`config.mk`:
```
export PLATFORM = sky130hd
export DESIGN_NAME = pwm_fade_ctrl
export DESIGN_NICKNAME = d
export VERILOG_FILES = /design/src/rtl/pwm_fade_pkg.sv /design/src/rtl/pwm_fade_prescaler.sv /design/src/rtl/pwm_fade_ctrl.sv
export SDC_FILE = /design/constraint.sdc
export NUM_CORES = 1
export LEC_CHECK = 0
export ABC_AREA = 1
export CAP_MARGIN = 0
export CORE_UTILIZATION = 48
export CTS_BUF_LIST = sky130_fd_sc_hd__clkbuf_16
export DETAILED_ROUTE_END_ITERATION = 12
export GPL_ROUTABILITY_DRIVEN = 0
export PLACE_DENSITY = 0.81
export SLEW_MARGIN = 10
export SYNTH_ARGS = -nofsm -noshare
export SYNTH_HDL_FRONTEND = slang
export SYNTH_SLANG_ARGS = --single-unit
```
`constraint.sdc`:
```
create_clock -name clk_i -period 2.6 [get_ports clk_i]
set_input_delay 0.26 -clock clk_i [delete_from_list [all_inputs] [get_ports clk_i]]
set_output_delay 0.26 -clock clk_i [all_outputs]
set_load 0.02 [all_outputs]
```
`src/rtl/pwm_fade_pkg.sv`:
```
// rtl/pwm_fade_pkg.sv - shared constants and FSM encoding for the PWM fade controller
`timescale 1ns/1ps
package pwm_fade_pkg;

   localparam logic [9:0] REG_CTRL     = 10'h000;
   localparam logic [9:0] REG_PRESCALE = 10'h004;
   localparam logic [9:0] REG_MAX      = 10'h008;
   localparam logic [9:0] REG_CH_MASK  = 10'h00C;
   localparam logic [9:0] REG_STATUS   = 10'h010;

   localparam int unsigned STATUS_DIR_BIT  = 16;
   localparam int unsigned STATUS_BUSY_BIT = 17;
   localparam int unsigned STATUS_OVR_BIT  = 18;

   // Downstream PWM wrapper layout: one 8-byte window per channel
   localparam int unsigned PW_OFFSET  = 0;
   localparam int unsigned CTR_OFFSET = 4;
   localparam int unsigned CH_STRIDE  = 8;

   typedef enum logic [1:0] {
      IDLE,
      INIT,
      UPDATE
   } fade_state_e;

endpackage

```
`src/rtl/pwm_fade_prescaler.sv`:
```
// rtl/pwm_fade_prescaler.sv - reloadable down-counter producing the fade step tick
`timescale 1ns/1ps
module pwm_fade_prescaler #(
   parameter int unsigned PrescaleWidth = 16
) (
   input  logic                     clk_i,
   input  logic                     rst_ni,
   input  logic                     en_i,
   input  logic [PrescaleWidth-1:0] prescale_i,
   output logic                     tick_o
);

   logic [PrescaleWidth-1:0] cnt_q;

   assign tick_o = en_i && (cnt_q == '0);

   // While disabled the counter tracks PRESCALE so the first tick lands PRESCALE+1 cycles after enable
   always_ff @(posedge clk_i or negedge rst_ni) begin
      if (!rst_ni) begin
         cnt_q <= '0;
      end else if (!en_i || (cnt_q == '0)) begin
         cnt_q <= prescale_i;
      end else begin
         cnt_q <= cnt_q - PrescaleWidth'(1);
      end
   end

endmodule

```
`src/rtl/pwm_fade_ctrl.sv`:
```
// rtl/pwm_fade_ctrl.sv - breathing-fade bus master rewriting PWM channel pulse widths
`timescale 1ns/1ps
module pwm_fade_ctrl
   import pwm_fade_pkg::*;
#(
   parameter int unsigned NumChannels   = 12,
   parameter int unsigned CtrSize       = 8,
   parameter int unsigned BusWidth      = 32,
   parameter int unsigned PrescaleWidth = 16
) (
   input  logic                clk_i,
   input  logic                rst_ni,
   input  logic                device_req_i,
   input  logic [BusWidth-1:0] device_addr_i,
   input  logic                device_we_i,
   input  logic [3:0]          device_be_i,
   input  logic [BusWidth-1:0] device_wdata_i,
   output logic                device_rvalid_o,
   output logic [BusWidth-1:0] device_rdata_o,
   output logic                pwm_req_o,
   input  logic                pwm_gnt_i,
   output logic [BusWidth-1:0] pwm_addr_o,
   output logic                pwm_we_o,
   output logic [3:0]          pwm_be_o,
   output logic [BusWidth-1:0] pwm_wdata_o
);

   localparam int unsigned ChIdxW = $clog2(NumChannels + 1);

   logic                     en_q;
   logic [PrescaleWidth-1:0] prescale_q;
   logic [CtrSize-1:0]       max_q;
   logic [NumChannels-1:0]   mask_q;
   logic [CtrSize-1:0]       level_q, level_d;
   logic                     dir_q, dir_d;
   logic                     pending_q, pending_d;
   logic                     overrun_q;
   fade_state_e              state_q, state_d;
   logic [ChIdxW-1:0]        ch_idx_q, ch_idx_d;
   logic                     req_q, req_d;
   logic [9:0]               addr_q, addr_d;
   logic [CtrSize-1:0]       data_q, data_d;
   logic                     rvalid_q;
   logic [BusWidth-1:0]      rdata_q, rdata_d;

   logic [9:0]        bus_off;
   logic              bus_wr, ctrl_wr, en_d, en_rise;
   logic              tick, tick_eff, busy, accept, slot_free;
   logic              ovr_set, ovr_clr;
   logic              found;
   logic [ChIdxW-1:0] found_idx;
   logic              unused_bits;

   assign bus_off     = device_addr_i[9:0];
   assign bus_wr      = device_req_i && device_we_i;
   assign ctrl_wr     = bus_wr && (bus_off == REG_CTRL);
   assign en_d        = ctrl_wr ? device_wdata_i[0] : en_q;
   assign en_rise     = ctrl_wr && device_wdata_i[0] && !en_q;
   assign unused_bits = ^{device_be_i, device_addr_i, device_wdata_i};

   pwm_fade_prescaler #(
      .PrescaleWidth(PrescaleWidth)
   ) u_prescaler (
      .clk_i     (clk_i),
      .rst_ni    (rst_ni),
      .en_i      (en_q),
      .prescale_i(prescale_q),
      .tick_o    (tick)
   );

   // A CTRL write in the tick cycle decides whether that tick counts
   assign tick_eff  = tick && en_d;
   assign busy      = (state_q != IDLE);
   assign accept    = !busy && en_d && (tick_eff || pending_q);
   assign slot_free = !req_q || pwm_gnt_i;
   assign ovr_set   = busy && tick_eff && pending_q;
   assign ovr_clr   = bus_wr && (bus_off == REG_STATUS) && device_wdata_i[STATUS_OVR_BIT];

   always_ff @(posedge clk_i or negedge rst_ni) begin
      if (!rst_ni) begin
         en_q       <= 1'b0;
         prescale_q <= '0;
         max_q      <= '0;
         mask_q     <= '0;
      end else if (bus_wr) begin
         case (bus_off)
            REG_CTRL:     en_q       <= device_wdata_i[0];
            REG_PRESCALE: prescale_q <= PrescaleWidth'(device_wdata_i);
            REG_MAX:      max_q      <= CtrSize'(device_wdata_i);
            REG_CH_MASK:  mask_q     <= NumChannels'(device_wdata_i);
            default: ;
         endcase
      end
   end

   always_comb begin
      rdata_d = '0;
      case (bus_off)
         REG_CTRL:     rdata_d[0]                 = en_q;
         REG_PRESCALE: rdata_d[PrescaleWidth-1:0] = prescale_q;
         REG_MAX:      rdata_d[CtrSize-1:0]       = max_q;
         REG_CH_MASK:  rdata_d                    = BusWidth'(mask_q);
         REG_STATUS: begin
            rdata_d[CtrSize-1:0]    = level_q;
            rdata_d[STATUS_DIR_BIT]  = dir_q;
            rdata_d[STATUS_BUSY_BIT] = busy;
            rdata_d[STATUS_OVR_BIT]  = overrun_q;
         end
         default: ;
      endcase
   end

   always_ff @(posedge clk_i or negedge rst_ni) begin
      if (!rst_ni) begin
         rvalid_q <= 1'b0;
         rdata_q  <= '0;
      end else begin
         rvalid_q <= device_req_i;
         rdata_q  <= (device_req_i && !device_we_i) ? rdata_d : '0;
      end
   end

   // Lowest enabled channel at or above ch_idx_q; skipped channels cost no cycles
   always_comb begin
      found     = 1'b0;
      found_idx = '0;
      for (int i = NumChannels - 1; i >= 0; i--) begin
         if (mask_q[i] && (ChIdxW'(i) >= ch_idx_q)) begin
            found     = 1'b1;
            found_idx = ChIdxW'(i);
         end
      end
   end

   always_comb begin
      level_d = level_q;
      dir_d   = dir_q;
      if (accept) begin
         if (level_q > max_q) begin
            level_d = max_q;
            dir_d   = 1'b1;
         end else if (!dir_q) begin
            if (level_q == max_q) begin
               dir_d   = 1'b1;
               level_d = (max_q == '0) ? '0 : level_q - CtrSize'(1);
            end else begin
               level_d = level_q + CtrSize'(1);
            end
         end else if (level_q == '0) begin
            dir_d   = 1'b0;
            level_d = (max_q == '0) ? '0 : CtrSize'(1);
         end else begin
            level_d = level_q - CtrSize'(1);
         end
      end
   end

   always_comb begin
      pending_d = pending_q;
      if (!en_d) begin
         pending_d = 1'b0;
      end else if (!busy) begin
         if (tick_eff || pending_q) pending_d = tick_eff && pending_q;
      end else if (tick_eff) begin
         pending_d = 1'b1;
      end
   end

   always_comb begin
      state_d  = state_q;
      ch_idx_d = ch_idx_q;
      req_d    = req_q;
      addr_d   = addr_q;
      data_d   = data_q;
      case (state_q)
         IDLE: begin
            req_d    = 1'b0;
            ch_idx_d = '0;
            if (en_rise) begin
               state_d = INIT;
            end else if (accept) begin
               state_d = UPDATE;
            end
         end
         default: begin
            // A stalled beat holds its address and data until granted, even when EN drops
            if (slot_free) begin
               if (!en_d || !found) begin
                  state_d = IDLE;
                  req_d   = 1'b0;
               end else begin
                  req_d    = 1'b1;
                  addr_d   = 10'(32'(found_idx) * CH_STRIDE +
                                 ((state_q == INIT) ? CTR_OFFSET : PW_OFFSET));
                  data_d   = (state_q == INIT) ? max_q : level_q;
                  ch_idx_d = found_idx + ChIdxW'(1);
               end
            end
         end
      endcase
   end

   always_ff @(posedge clk_i or negedge rst_ni) begin
      if (!rst_ni) begin
         state_q   <= IDLE;
         ch_idx_q  <= '0;
         req_q     <= 1'b0;
         addr_q    <= '0;
         data_q    <= '0;
         level_q   <= '0;
         dir_q     <= 1'b0;
         pending_q <= 1'b0;
         overrun_q <= 1'b0;
      end else begin
         state_q   <= state_d;
         ch_idx_q  <= ch_idx_d;
         req_q     <= req_d;
         addr_q    <= addr_d;
         data_q    <= data_d;
         level_q   <= level_d;
         dir_q     <= dir_d;
         pending_q <= pending_d;
         overrun_q <= ovr_set || (overrun_q && !ovr_clr);
      end
   end

   assign device_rvalid_o = rvalid_q;
   assign device_rdata_o  = rdata_q;
   assign pwm_req_o       = req_q;
   assign pwm_addr_o      = BusWidth'(addr_q);
   assign pwm_wdata_o     = BusWidth'(data_q);
   assign pwm_we_o        = 1'b1;
   assign pwm_be_o        = 4'hF;

endmodule

```
==> results of run 1 <==
## placed cells by master (no fill, tap or decap), types with 2 or more instances in the layout
master,netlist,final
nand2_4,3,3
o211ai_1,3,3
o21ai_0,53,53
xor2_1,17,17
o31ai_1,2,2
nand2_1,175,175
nor3_1,7,7
inv_1,66,66
clkinv_1,2,2
nand3_1,27,27
a21oi_1,23,23
bufinv_16,0,2
o21ai_1,5,5
clkbuf_16,0,9
nand4_1,7,7
dfrtp_1,104,104
nand4_4,2,2
a221oi_1,7,7
inv_2,3,3
inv_6,0,4
nor2_2,6,6
xnor2_1,6,6
o21ai_2,11,11
clkdlybuf4s50_1,0,64
conb_1,2,69
nand3_2,3,3
buf_4,70,18
a31oi_1,14,14
o22ai_1,7,7
ha_1,13,13
nor4_1,2,2
nor2_1,75,75
## final timing paths
check / start / endpoint / slack, ns / depth (start not counted)
worst max register to register: level_q[0] / level_q[1] / 0.31 / 10
min in group clk_i: device_req_i / device_rvalid_o / 0.44 / 1
worst min register to register: addr_q[3] / addr_q[3] / 0.49 / 2
max in group asynchronous: rst_ni / addr_q[2] / 1.48 / 3
worst max-delay path: level_q[0] / level_q[1] / 0.31 / 10
worst min-delay path: rst_ni / u_prescaler.cnt_q[0] / 0.42 / 2
## routing by layer
metal / up-vias / part of all wire / GRT usage
li1: 2462 / - / -
met1: 2386 / 0.43 / 0.298
met2: 245 / 0.47 / 0.362
met3: 29 / 0.082 / 0.0496
met4: 0 / 0.021 / 0.0667
met5: - / 0 / 0
## sequential cells by signal, indices dropped and copies added, names as in the netlist
register,count
prescale_q,16
level_q,8
ch_idx_q,4
state_q,2
mask_q,12
dir_q,1
device_rdata_o,19
max_q,8
en_q,1
addr_q,5
pending_q,1
u_prescaler.cnt_q,16
device_rvalid_o,1
overrun_q,1
data_q,8
pwm_req_o,1
## metrics by stage
step                instance area [µm²]   util  cells
global placement                   6750  0.552    983
global route                       7090  0.581   1000
finish                             7090  0.581   1000
CTS                                7090  0.581   1000
detailed placement                 6750  0.552    983
floorplan                          6370      -    819
## kinds of logic after synthesis
kind of cell / Yosys count
AND/OR/NAND/NOR: 320
buffers and inverters: 158
AO/OA/AOI/OAI: 131
flip-flops: 104
XOR/XNOR: 23
adder cells (fa/ha/maj): 13
other: 2
multiplexers: 1
## where the power goes
group	internal (mW)	leakage [nW]	switching [mW]	total (mW)
clock network	0.867	0.164	0.656	1.52
registers	1.63	1.39	0.00895	1.64
logic	0.0898	1.96	0.219	0.308
## critical path: stages, from the launching register on
cell and delay (ns):
dfrtp_1 0.45, inv_1 0.24, ha_1 0.29, nand4_1 0.23
clkinv_1 0.29, nand2_1 0.26, a21oi_1 0.09, a21oi_1 0.11
nand2_1 0.06, nand3_1 0.06, o21ai_1 0.08
## layout make-up
type	count	share of cell area
inverter	71	0.0376
clock inverter	7	0.0157
multi-input combinational	557	0.405
timing repair buffer	84	0.114
clock buffer	9	0.0318
sequential	104	0.367
tap	168	0.0296
==> results.py, run 1 <==
metrics = {
    "critical_path": {
        "start_kind": "register",
        "worstPathRequired_ns": 2.82,
        "arrival_ns": 2.51,
        "path_max_fanout": 9,
        "endpoint_kind": "register",
        "path_class": "reg2reg",
    },
    "synthesis": {
        "synthMuxAreaShare": 0.00184,
        "synth_commonest_cells": "nand2_1 (175), dfrtp_1 (104), nor2_1 (75), buf_4 (70), inv_1 (66)",
        "synthDistinctLibCells": 51,
        "synthFlopType": "dfrtp_1",
        "synth-simple-area-share": 0.237,
        "yosysWarnings": 0,
        "synth_top_area_cell": "dfrtp_1",
        "synth.ff_latch_count": 104,
        "synth-xor-area-share": 0.0329,
        "synth.avg_cell_area_um2": 8.14,
        "synth_edf_count": 0,
        "synth.top_cell.area_share": 0.425,
        "syn-cell-area_mm2": 0.00612,
        "synth.most_common_cell": "nand2_1",
        "postSynthCellCount": 752,
        "synthTopCellsByArea": "dfrtp_1 (43%), nand2_1 (11%), buf_4 (8.6%)",
        "async_flop_share": 1.00,
        "synth_compound_area_frac": 0.129,
        "synth_top_family_by_area": "simple AND/OR/NAND/NOR gates",
        "ys_seq_area_frac": 0.425,
        "synth_fa_ha_area_frac": 0.0266,
    },
    "clock_network": {
        "cts-root-buf": "clkbuf_16",
        "postCtsHoldBufs": 1,
        "postCtsSetupBuffers": 0,
        "clock-sinks": 104,
        "cts_buffer_depth": 2,
        "cts-htree-levels": 3,
        "clkTransAtPathRegs_ns": 0.07,
        "clk-insertion-delay-late_ns": 0.34,
        "cts_buffers": 9,
        "post_cts_resized": 0,
        "cts_tree": "done",
    },
    "cells_and_area": {
        "fillers": 1072,
        "drive_gt1_frac": 0.0913,
        "fin_nets": 913,
        "seq_area_mm2": 0.00260,
        "num_antenna_cells": 0,
        "multi_input_area_mm2": 0.00287,
        "syn2layout_area_growth_pct": 15.8,
    },
    "sta": {
        "rsz0062_at_grt": "no",
        "holdWs_ns": 0.419,
        "setup_violations": 0,
        "fin_crit_sh": 0.881,
        "finalHoldViolCount": 0,
        "timing.fmax_mhz": 437,
        "finalCriticalPeriod_ns": 2.29,
        "skew_ns": 0.00330,
        "postLayoutSetupSlackWorst_ns": 0.310,
        "slew_viol_final": 0,
        "worst_pin_slew_ns": 0.591,
        "relSlewSlack": 0.605,
        "setup_tns_ns": 0,
    },
    "global_routing": {
        "grt_pass1_wl_um": 22900,
        "grt_start_max_net_pins": 67,
        "grt_pass1_vias": 4726,
        "overflow": 0,
        "antenna_found_initial": 0,
        "gr-usage-all-layers": 0.223,
    },
    "route": {
        "num_vias": 5122,
        "drc_errors": 0,
        "viasPerCell": 5.12,
        "wl_per_cell_um": 14.1,
        "ant_nets": 0,
        "routed_wl_um": 14100,
        "drt_iter0_markers": 487,
        "first_pass_iters": 5,
    },
    "floorplanning": {
        "rows": 40,
        "die_h_um": 115,
        "die_w_um": 115,
        "start_util": 0.501,
        "io_pins": 176,
        "die-area_mm2": 0.0132,
        "core_mm2": 0.0122,
    },
    "worst_hold_path": {
        "min_path_type": "in2async",
    },
    "place": {
        "hpwl_um": 10600,
        "portBuffers": 65,
        "pre_cts_slack_ns": 0.271,
    },
    "outcome": {
        "outcome": "complete, no violations",
    },
    "power": {
        "total_power_mw": 3.47,
        "power_density_mw_per_mm2": 489,
        "vdd_drop_max_v": 0.000355,
        "leakage_nw": 3.52,
    },
    "flow_run": {
        "cap_violations": 0,
    },
}
Note: power is estimated with default switching activity, not from simulation.
==> run 2, diff against run 1 <==
PLACE_DENSITY = 0.88   (was 0.81)
==> results.py, run 2 (same netlist as run 1, synthesis figures left out) <==
metrics = {
    "outcome": {
        "outcome": "complete, no violations",
    },
    "clock_network": {
        "cts-root-buf": "clkbuf_16",
        "clock-sinks": 104,
        "clkTransAtPathRegs_ns": 0.07,
        "postCtsHoldBufs": 1,
        "cts_tree": "done",
        "post_cts_resized": 0,
        "cts_buffers": 9,
        "cts-htree-levels": 3,
        "cts_buffer_depth": 2,
        "clk-insertion-delay-late_ns": 0.35,
        "postCtsSetupBuffers": 0,
    },
    "sta": {
        "finalCriticalPeriod_ns": 2.33,
        "postLayoutSetupSlackWorst_ns": 0.272,
        "skew_ns": 0.00713,
        "relSlewSlack": 0.567,
        "setup_violations": 0,
        "worst_pin_slew_ns": 0.647,
        "setup_tns_ns": 0,
        "rsz0062_at_grt": "no",
        "finalHoldViolCount": 0,
        "timing.fmax_mhz": 430,
        "fin_crit_sh": 0.895,
        "slew_viol_final": 0,
    },
    "global_routing": {
        "antenna_found_initial": 0,
        "grt_pass1_vias": 4908,
        "gr-usage-all-layers": 0.230,
        "grt_start_max_net_pins": 46,
        "overflow": 0,
        "grt_pass1_wl_um": 23500,
    },
    "cells_and_area": {
        "final_cell_mix": "nand2_1 (175), dfrtp_1 (104), nor2_1 (75)",
        "seq_area_mm2": 0.00260,
        "utilization": 0.578,
        "fillers": 1061,
        "fin_nets": 911,
        "num_antenna_cells": 0,
        "syn2layout_area_growth_pct": 15.2,
        "largest_register_ffs": 19,
        "multi_input_area_mm2": 0.00287,
        "drive_gt1_frac": 0.0867,
        "final_common_cell": "nand2_1",
    },
    "floorplanning": {
        "io_pins": 176,
        "die_w_um": 115,
        "start_util": 0.501,
        "core_mm2": 0.0122,
        "die-area_mm2": 0.0132,
        "die_h_um": 115,
        "rows": 40,
    },
    "route": {
        "drc_errors": 0,
        "wl_per_cell_um": 14.4,
        "routed_wl_um": 14400,
        "viasPerCell": 5.26,
        "met2_length_um": 6620,
        "ant_nets": 0,
        "drt_iter0_markers": 612,
        "dr.max_layer_used": "met4",
        "wl_met1_um": 5970,
        "first_pass_iters": 6,
        "num_vias": 5254,
        "wl_met3_um": 1120,
    },
    "critical_path": {
        "cp.buffers_inverters": 2,
        "crit_top_cell": "nand2_1",
        "arrival_ns": 2.56,
        "cp_slowest_cell": "dfrtp_1",
        "cp_top_family": "simple AND/OR/NAND/NOR gates",
        "r2r_end": "level_q[4]",
        "endpoint_kind": "register",
        "path_max_fanout": 9,
        "r2r_start": "level_q[0]",
        "path_class": "reg2reg",
        "start_kind": "register",
        "r2r_cells": 10,
        "slowest_delay_ns": 0.45,
        "reg2reg_slack_ns": 0.27,
        "worstPathRequired_ns": 2.84,
        "cp_cell_sequence": "inv_1 -> ha_1 -> nand4_1 -> clkinv_1 -> nand2_1 -> o22ai_1 -> nand2_1 -> o211ai_1 -> nand3_1 -> nand2_1",
    },
    "power": {
        "leakage_nw": 3.49,
        "vdd_drop_max_v": 0.000288,
        "power_density_mw_per_mm2": 479,
    },
    "place": {
        "portBuffers": 65,
        "pre_cts_slack_ns": 0.203,
        "hpwl_um": 10700,
    },
    "flow_run": {
        "cap_violations": 0,
    },
    "worst_hold_path": {
        "min_path_type": "in2async",
    },
}
[run 2: cell count changes in the layout (fill, tap and decap cells not counted), sizes merged]
cell / delta
buf: -2
clkinvlp: +2
clkinv: +1
inv: -3
[run 2: routing by layer]
layer	vias up	GRT usage
met5	-	0
met2	294	0.358
met1	2453	0.307
met3	55	0.0416
met4	0	0.124
li1	2452	-
[run 2: area by class of cell]
type	instances	area share
multi-input cells	557	0.407
flip-flops and latches	104	0.369
repair buffers	82	0.112
inverters	71	0.0378
clock buffers	9	0.0319
well taps	168	0.0298
clock inverters	7	0.0124
[run 2: worst max path at each step]
stage / startpoint / to / slack [ns] / cells after the start
after detailed placement: device_addr_i[7] / prescale_q[11] / 0.20 / 10
after floorplan: max_q[5] / level_q[5] / 0.74 / 12
final: level_q[0] / level_q[4] / 0.27 / 10
after global routing: level_q[0] / level_q[4] / 0.13 / 10
after CTS: level_q[0] / level_q[4] / 0.34 / 10
after global placement: device_addr_i[7] / prescale_q[6] / 0.27 / 10
[run 2: through the flow]
step	hold slack (ns)	instance area, µm²	std cells	power, mW
floorplan	-0.0356	6370	819	1.93
global route	0.424	7050	998	3.48
finish	0.396	7050	998	3.38
detailed placement	0.238	6730	981	1.97
global placement	0.232	6730	981	1.97
CTS	0.398	7050	998	3.40
[run 2: power breakdown]
part | switching, mW | internal, mW | total [mW]
Combinational | 0.221 | 0.0896 | 0.311
Clock | 0.594 | 0.835 | 1.43
Sequential | 0.00930 | 1.63 | 1.64
Total | 0.824 | 2.55 | 3.38
